===== src/rtl/change_capture_pkg.sv =====
// Shared defaults and sizing helpers for the change_capture trace stage.
package change_capture_pkg;

    localparam int WIDTH_DEF    = 16;
    localparam int TS_WIDTH_DEF = 16;
    localparam int DEPTH_DEF    = 8;

    // Pointers carry one extra wrap bit so full and empty can be told apart.
    function automatic int ptr_width(input int depth);
        return $clog2(depth) + 1;
    endfunction

endpackage


===== src/rtl/sync_fifo.sv =====
// Single-clock in-order FIFO with wrap-bit pointers and a registered storage array.
module sync_fifo
    import change_capture_pkg::*;
#(
    parameter int DATA_WIDTH = 32,
    parameter int DEPTH      = DEPTH_DEF
) (
    input  logic                         clk,
    input  logic                         rst_n,
    input  logic                         push,
    input  logic [DATA_WIDTH-1:0]        push_data,
    input  logic                         pop,
    output logic [DATA_WIDTH-1:0]        pop_data,
    output logic                         full,
    output logic                         empty,
    output logic [ptr_width(DEPTH)-1:0]  count
);

    localparam int PW = ptr_width(DEPTH);
    localparam int AW = PW - 1;

    logic [PW-1:0]         wr_ptr;
    logic [PW-1:0]         rd_ptr;
    logic [DATA_WIDTH-1:0] mem [DEPTH];
    logic                  do_push;
    logic                  do_pop;

    assign empty   = (wr_ptr == rd_ptr);
    assign full    = (wr_ptr[AW] != rd_ptr[AW]) && (wr_ptr[AW-1:0] == rd_ptr[AW-1:0]);
    assign do_pop  = pop && !empty;
    // A full FIFO still takes a push when the head leaves on the same edge.
    assign do_push = push && (!full || do_pop);
    assign count   = wr_ptr - rd_ptr;
    assign pop_data = empty ? '0 : mem[rd_ptr[AW-1:0]];

    // NOTE: sequential state uses non-blocking assignments so every flop samples pre-edge values.
    always_ff @(posedge clk) begin
        if (!rst_n) begin
            wr_ptr <= '0;
            rd_ptr <= '0;
        end else begin
            if (do_push) wr_ptr <= wr_ptr + 1'b1;
            if (do_pop)  rd_ptr <= rd_ptr + 1'b1;
        end
    end

    // NOTE: storage is not reset; the pointers alone define which slots hold valid data.
    always_ff @(posedge clk) begin
        if (do_push) mem[wr_ptr[AW-1:0]] <= push_data;
    end

endmodule


===== src/rtl/change_capture.sv =====
// Records every change of an observed signal as a (timestamp, value) entry in a drainable FIFO.
module change_capture
    import change_capture_pkg::*;
#(
    parameter int WIDTH    = WIDTH_DEF,
    parameter int TS_WIDTH = TS_WIDTH_DEF,
    parameter int DEPTH    = DEPTH_DEF
) (
    input  logic                        clk,
    input  logic                        rst_n,
    input  logic                        en,
    input  logic [WIDTH-1:0]            sample,
    output logic                        out_valid,
    input  logic                        out_ready,
    output logic [WIDTH-1:0]            out_value,
    output logic [TS_WIDTH-1:0]         out_ts,
    output logic [ptr_width(DEPTH)-1:0] count,
    output logic                        overflow,
    input  logic                        clear_overflow
);

    logic [TS_WIDTH-1:0]       ts;
    logic [WIDTH-1:0]          last;
    logic                      primed;
    logic                      capture;
    logic                      pop;
    logic                      full;
    logic                      empty;
    logic                      drop;
    logic [TS_WIDTH+WIDTH-1:0] head;

    // An unprimed capture fires regardless of value so the sink always sees a starting point.
    assign capture   = en && (!primed || (sample != last));
    assign out_valid = !empty;
    assign pop       = out_valid && out_ready;
    assign drop      = capture && full && !pop;
    assign {out_ts, out_value} = head;

    sync_fifo #(
        .DATA_WIDTH (TS_WIDTH + WIDTH),
        .DEPTH      (DEPTH)
    ) u_fifo (
        .clk       (clk),
        .rst_n     (rst_n),
        .push      (capture),
        .push_data ({ts, sample}),
        .pop       (pop),
        .pop_data  (head),
        .full      (full),
        .empty     (empty),
        .count     (count)
    );

    always_ff @(posedge clk) begin
        if (!rst_n) begin
            ts       <= '0;
            last     <= '0;
            primed   <= 1'b0;
            overflow <= 1'b0;
        end else begin
            ts <= ts + 1'b1;
            // last follows even dropped captures so the next compare is against the true value.
            if (capture) last <= sample;
            primed <= en ? (primed || capture) : 1'b0;
            if (drop)
                overflow <= 1'b1;
            else if (clear_overflow)
                overflow <= 1'b0;
        end
    end

endmodule


===== config.mk =====
export PLATFORM = sky130hd
export DESIGN_NAME = change_capture
export DESIGN_NICKNAME = d
export VERILOG_FILES = /design/src/rtl/change_capture_pkg.sv /design/src/rtl/sync_fifo.sv /design/src/rtl/change_capture.sv
export SDC_FILE = /design/constraint.sdc
export NUM_CORES = 1
export LEC_CHECK = 0
export CAP_MARGIN = 10
export CORE_ASPECT_RATIO = 0.6
export CORE_MARGIN = 1
export CORE_UTILIZATION = 50
export CTS_BUF_LIST = sky130_fd_sc_hd__clkbuf_2 sky130_fd_sc_hd__clkbuf_4 sky130_fd_sc_hd__clkbuf_8
export DETAILED_ROUTE_END_ITERATION = 10
export PLACE_DENSITY = 0.67
export SYNTH_ARGS = -nofsm -noshare
export SYNTH_HDL_FRONTEND = slang
export SYNTH_SLANG_ARGS = --single-unit

===== constraint.sdc =====
create_clock -name clk -period 12 [get_ports clk]
set_input_delay 1.8 -clock clk [delete_from_list [all_inputs] [get_ports clk]]
set_output_delay 1.8 -clock clk [all_outputs]
set_load 0.05 [all_outputs]

Yosys cells after proc, flatten, opt, wreduce, memory -nomap -nowiden. Memories as Yosys holds them, arrays and structs flattened. A register that Yosys moved wholly into a read port is not among the register bits. Cells that the tools add are included.

Multiplexer cells: 7. Add/sub/neg operators: 4. Equality and inequality tests: 4. Reduce and logical (&&, ||, !) cells: 16.

Operators with widths (number): 2-to-1 mux 32 bit (1); adder 16 x 1 -> 16 bit (second input constant) (1); inequality test 16 bit (1); adder 4 x 1 -> 4 bit (second input constant) (2); logical AND 1 bit (7); 2-to-1 mux 3 bit (2); equality test 4 bit (1); logical NOT 1 bit (4); 2-to-1 mux 1 bit (4); subtractor 4 bit (1); equality test 3 bit (1); logical OR 1 bit (3); AND reduction 2 bit (1); nonzero test 2 bit (1); inequality test 1 bit (1).

Logic and storage cells: 38. Bits of input ports: 21. Memory bits (writable): 256. Register bits after elaboration: 42. Output and inout bits: 38. Memories: 1.

Memories: u_fifo.mem (words 8, bits a word 32, rd ports 1, clocked after Yosys merged registers in 1, wr ports 1, line sync_fifo.sv:24) `logic [DATA_WIDTH-1:0] mem [DEPTH];`.

Logic depth before layout (Yosys ltp).
Word-level depth: 8. Gate-level depth with buffers: 8. Gate-level depth less buffers: 7.

Modules after synthesis. From an unflattened synthesis, not the netlist that was laid out.

Cell total of the unflattened synthesis: 668. Area total of the unflattened synthesis: 12208.0 um^2.

Modules (own cells, without submodules): sync_fifo (sequential area each 7907.6 um^2, area each 10264.8 um^2, instances 1, cells each 450); change_capture (sequential area each 680.7 um^2, area each 1943.1 um^2, instances 1, cells each 218).

Least setup slack after synthesis. Ideal clock, no wire load.

Path type: input to register. Start point: input sample[14]. End point: memory u_fifo.mem[5][0] (enable). Required time: 11487 ps. Cell stages on the path: 6. Arrival: 5863 ps. Buffers on the path: 0. Library setup time: 513 ps. Path slack: 5624 ps. Path through: xor2_1 -> nor4_1 -> nand4_1 -> o21a_1 -> nand2b_1 -> nor4b_1.

Longest elaborated chain between the ends: 6.

RTL lines: start: declaration (line change_capture.sv:12) `input logic [WIDTH-1:0] sample,`; inequality test 16 bit (line change_capture.sv:33) `assign capture = en && (!primed || (sample != last));`; logical OR 1 bit (line change_capture.sv:33); logical AND 1 bit (line change_capture.sv:33); logical AND 1 bit (line sync_fifo.sv:32) `assign do_push = push && (!full || do_pop);`; 2-to-1 mux 1 bit (line sync_fifo.sv:49) `if (do_push) mem[wr_ptr[AW-1:0]] <= push_data;`; 2-to-1 mux 1 bit (not written as such) (line sync_fifo.sv:49); end: declaration (line sync_fifo.sv:24).

No other way between the ends.

==> results.ini <==
[power_and_ir_drop]
p_comb_frac=0.176
peakVddDrop_mv=0.110
p_leak_nw=4.40
intPower_mw=1.76
pwr-share-seq=0.488
clkPwrFrac=0.336
sw_frac_of_total=0.269
power_switching_uw=649
p_per_area_nw_per_um2=176

[setup_path]
start_kind=register
r2r-end=u_fifo.mem[4][29]$_DFFE_PP_
reg2reg_slack_ps=8500
rr_startpoint=u_fifo.wr_ptr[2]$_SDFFE_PN0P_
crit_chain=buf_4, mux4_2, mux2i_1, nor2_1, clkdlybuf4s50_1
end_kind=output port
crit_slowest_cell=buf_4
slowest_delay_ps=820
reg2regPathDepth=6
worstPathArrival_ps=3710
cp.required_ps=10200
critical_path.max_fanout=46
path_class=register to output port

[detailed_routing]
ant_nets=0
routed_via_density=5.55
detail_route.iter0.violations=364
drt_pass1_iterations=5
wl_mm=23.6
vias=6006
wl_per_cell_um=21.8
drcViolationCount=0

[synth]
synth_seq_cells=301
synthTopCellsByArea=edfxtp_1 (65%), mux4_2 (12%), dfxtp_1 (7.7%)
synth_edf_count=256
yosysSeqAreaShare=0.731
yosysMostFrequentCell=edfxtp_1
yosys-top-cells-count=edfxtp_1 (256), mux4_2 (64), nor2_1 (57)
synth_top_area_share=0.654
syn_inst=643
synth.distinct_cells=36
syn-mean-instance-area_um2=18.3
syn-cell-area_um2=11800
synth_top_cell_by_area=edfxtp_1
synth_nets=671
synth_ff_type=edfxtp_1
async_reset_ff_frac=0
synth_warnings=0

[cells_and_area]
fin_nets=761
fillCellCount=1689
multi_input_area_um2=3040
area_delta_synth_final_pct=16.1
final_area_um2=13700
drive_above_1_share=0.232
seq_area_um2=8590
num_antenna_cells=0
layoutNonFillerInstCount=1082

[timing]
holdWs_ps=465
slew_headroom=0.210
setup_viol=0
tightest_slew_ps=1180
final_max_slew_viol_count=0
fmax_ghz=0.182
fin_crit_sh=0.459
hold_viol_final=0
tns_ps=0
rsz0062_at_grt=no
clock-skew-final_ps=17.3
finalCriticalPeriod_ps=5510
fin_ws_ps=6490

[hold_path]
min_to=last[15]$_SDFFE_PN0P_
holdPathStages=2
holdCritStartpoint=last[15]$_SDFFE_PN0P_
min_path_type=register to register

[clock_tree]
cts_hold_buf=0
h-tree-depth=2
path_clk_slew_ps=60
clock_tree.root_cell=clkbuf_8
cts_resized=0
post_cts_buffers=0
cts_tree=yes
insertion_delay_ps=560
clockBufferDepth=3
cts_made_buffers=43
cts_sinks=301

[floorplanning]
dieArea_um2=24200
die_width_um=200
core_um2=23100
io_pins=59
initial_core_util=0.509
rows=43
die_y_um=121

[place]
dp_cells=1003
dpl_cell_area_um2=12800
dpl.hpwl_mm=13.6
gp_congestion=0.732
io_buffers=58
dp_slack_ps=6520

[grt]
antenna_found_initial=0
grt_pass1_vias=6020
grt_pass1_wl_mm=35.8
overflow=0
grt_max_degree=65
grtUsageTotal=0.205

[job]
drv_cap=0

[run_status]
status=complete, no violations

-- power groups by stage --
stage,registers [mW],logic (mW),clock network (mW)
2_1_floorplan,1.18,0.311,0
3_3_place_gp,1.20,0.424,0
3_5_place_dp,1.20,0.428,0
4_1_cts,1.18,0.430,0.831
5_1_grt,1.18,0.451,0.877
6_report,1.17,0.423,0.810
-- critical path, delay by kind of cell, from the launching register on --
family,cells,cell delay (ps)
buf+inv,2,1530
flops,1,610
mux,2,890
simple gates,1,90
-- cell type report --
cell class                 instances  area share
clock buffer                      69      0.0609
inverter                          10     0.00284
clock inverter                    10     0.00330
sequential                       301       0.629
timing repair buffer              75      0.0519
tap                              315      0.0289
multi-input combinational        302       0.223
-- worst max path at each step --
stage	from	depth (start not counted)	slack (ps)	endpoint
after floorplan	sample[14]	6	5620	u_fifo.mem[5][0]$_DFFE_PP_
after global placement	sample[14]	8	6670	u_fifo.mem[4][27]$_DFFE_PP_
after detailed placement	sample[13]	8	6520	u_fifo.mem[4][29]$_DFFE_PP_
after CTS	register	5	6340	out_value[0]
after global routing	register	5	6160	out_value[12]
final	register	5	6490	out_value[12]
-- placed cells by master (no fill, tap or decap), types with 3 or more instances in the layout --
cell type and n:
a21oi_1 10, a21oi_2 9, and3_1 3, buf_4 17, clkbuf_4 19, clkbuf_8 50, clkdlybuf4s50_1 58, clkinv_1 4
clkinv_2 7, dfxtp_1 42, edfxtp_1 256, ha_1 6, inv_1 9, mux2i_1 36, mux4_2 64, nand2_1 35
nand2b_1 3, nand3_1 8, nand4_1 6, nor2_1 56, nor3_1 3, nor4_1 3, o21ai_0 4, or3_1 3
xnor2_1 10, xor2_1 25
-- registers in the layout, summed over array words and instances, names as in the netlist, named ones only --
register,flops
last,16
ts,16
u_fifo.rd_ptr,4
u_fifo.mem,256
primed,1
u_fifo.wr_ptr,4
overflow,1
-- stage by stage --
stage	power [mW]	util
2_1_floorplan	1.49	-
3_3_place_gp	1.62	0.554
3_5_place_dp	1.63	0.554
4_1_cts	2.44	0.592
5_1_grt	2.50	0.592
6_report	2.41	0.592
-- cells by family (layout without fill, tap and decap cells) --
| kind of cell | after synthesis | after routing | synth area share |
|---|---|---|---|
| buffers and inverters | 40 | 164 | 0.0150 |
| AO/OA/AOI/OAI | 27 | 27 | 0.0160 |
| AND/OR/NAND/NOR | 133 | 133 | 0.0511 |
| XOR/XNOR | 35 | 35 | 0.0261 |
| multiplexers | 100 | 100 | 0.153 |
| flip-flops | 301 | 301 | 0.731 |
| adder cells (fa/ha/maj) | 7 | 7 | 0.00809 |
-- per-layer routing --
metal  global-route usage  up-vias  routed length [um]
li1                     -     2685                   -
met1                0.320     3105               11500
met2                0.287      175               10300
met3               0.0463       41                1410
met4               0.0625        0                 453
met5                    0        -                   0
No activity file was read; power rests on OpenSTA's default activity.
==> patch: new RTL, same settings <==
Set the package constant `WIDTH_DEF` to 32 (it was 16).
--- a/src/rtl/change_capture_pkg.sv
+++ b/src/rtl/change_capture_pkg.sv
@@ -1,7 +1,7 @@
 // Shared defaults and sizing helpers for the change_capture trace stage.
 package change_capture_pkg;
 
-    localparam int WIDTH_DEF    = 16;
+    localparam int WIDTH_DEF    = 32;
     localparam int TS_WIDTH_DEF = 16;
     localparam int DEPTH_DEF    = 8;
 
Interface: changed (resized out_value and sample); port bits go from 59 to 91. No check against the original RTL was run, so the function may have changed too.
==> patch against the unedited design <==
Via count grew 47%. Routed wire length rose by 50%. Power up 53%. Design area grew 47%. Largest power group unchanged. Setup slack got worse by 0.54 ns. Non-clock buffer count grew 34. Area after synthesis is 48% higher. Sequential share of layout area increased by 0.51 points. Die area grew 47%. Sequential cell count rose by 144.
==> patch: results (changes against the unedited design) <==
.. list-table::
   :header-rows: 1

   * - Metric
     - Value
   * - Fin cells
     - 1575 (+46%)
   * - Initial DRC Count
     - 735 (+100%)
   * - Worst r2r dst
     - u_fifo.mem[7][21]
   * - Final net count
     - 1107 (+45%)
   * - Later-pin clock latency in the skew report
     - 0.62 ns (+0.06 ns)
   * - Placed Cells incl. Taps
     - 1459 (+45%)
   * - Area contributors post-synth
     - edfxtp_1 (66%), mux4_2 (12%), dfxtp_1 (7.0%), mux2i_1 (3.2%), xor2_1 (1.8%)
   * - Mux cell area share after synthesis
     - 0.1566 (+0.003380)
   * - Cell with the largest stage delay on the worst path
     - dfxtp_4
   * - Met2 wirelength from detailed routing
     - 15.30 mm (+49%)
   * - Top layer in use
     - met5
   * - Result of the run
     - finished, final reports clean
   * - Maximum resistive drop on vdd
     - 0.09652 mV (-12%)
   * - Depth of the most critical reg-to-reg path
     - 7 (+1)
   * - Pin count of the biggest net entering global routing
     - 93 (+43%)
   * - Amount of wire on met3 after detailed routing
     - 2.088 mm (+48%)
   * - Share of the synthesized area in compound gates (AO/OA/AOI/OAI)
     - 0.01044 (-0.005527)
   * - Worst Setup EP
     - out_value[0]
   * - Largest register FFs
     - 384 (+50%)
   * - Transition time at the pin with the least slew margin
     - 1.067 ns (-0.1148 ns)
   * - Worst path max stage delay
     - 0.99 ns (+0.17 ns)
   * - Sequential share of the synthesized area
     - 0.7337 (+0.003136)
   * - Number of enable-type register cells in the synthesized netlist
     - 384 (+50%)
   * - Number of fill cells
     - 2521 (+49%)
   * - Sum of routed wire segments on met1
     - 17.56 mm (+53%)
   * - First-pass GRT wire length
     - 54.12 mm (+51%)
   * - CP max FO
     - 49 (+6.5%)
   * - Worst r2r src
     - u_fifo.wr_ptr[0]
   * - Synth Area in Adders
     - 0.005471 (-0.002618)
   * - Post-route clock skew
     - 0.02868 ns (+0.01139 ns)
   * - Total Wirelength
     - 35.52 mm (+50%)
   * - Cts bufs inserted
     - 61 (+42%)
   * - Crit path arrival time
     - 4.24 ns (+0.53 ns)
   * - Number of library cell types mapped by synthesis
     - 34 (-5.6%)
   * - Antenna violations before repair
     - 1 (+1)
   * - Placed instance area
     - 18820 sq um (+47%)
   * - Met3 usage
     - 0.03732 (-0.008988)
   * - Ratio of cells with drive above 1 in the final layout
     - 0.2151 (-0.01702)
   * - Routability cong.
     - 0.7195 (-1.7%)
   * - Pleak
     - 6.501 nW (+48%)
   * - Vias per cell
     - 5.608 (+1.0%)
   * - Number of global-route vias before repair
     - 8807 (+46%)
   * - Met1 Use GR
     - 0.3293 (+0.009369)
   * - Reg-to-reg setup timing slack
     - 8.87 ns (+0.37 ns)
   * - Synthesized Nets
     - 987 (+47%)
   * - Post-synthesis share of cell area spent on xor and xnor gates
     - 0.02570 (-0.0003767)
   * - Worst setup margin
     - 5.958 ns (-0.5362 ns)
[patch: layout make-up]
| cell class | count | area, sq um | share of cell area |
|---|---|---|---|
| clock buffer | 102 | 1204 | 0.05984 |
| sequential | 445 | 12760 | 0.6345 |
| timing repair buffer | 109 | 1039 | 0.05163 |
| clock inverter | 14 | 92.59 | 0.004603 |
| inverter | 10 | 37.54 | 0.001866 |
| tap | 459 | 574.3 | 0.02855 |
| multi-input combinational | 436 | 4404 | 0.2190 |
[patch: where the power goes]
part	internal, mW	total [mW]	switching, mW	leakage [nW]
logic	0.278	0.703	0.425	1.76
clock network	0.653	1.20	0.551	0.694
registers	1.72	1.77	0.0506	4.04
total	2.65	3.67	1.03	6.50
[patch: how the worst min path moves through the flow]
stage / endpoint / startpoint / slack, ns
floorplan: last[10] / last[10] / 0.44
global placement: last[14] / last[14] / 0.45
detailed placement: last[18] / last[18] / 0.45
CTS: last[17] / last[17] / 0.46
global route: last[18] / last[18] / 0.48
finish: last[18] / last[18] / 0.46
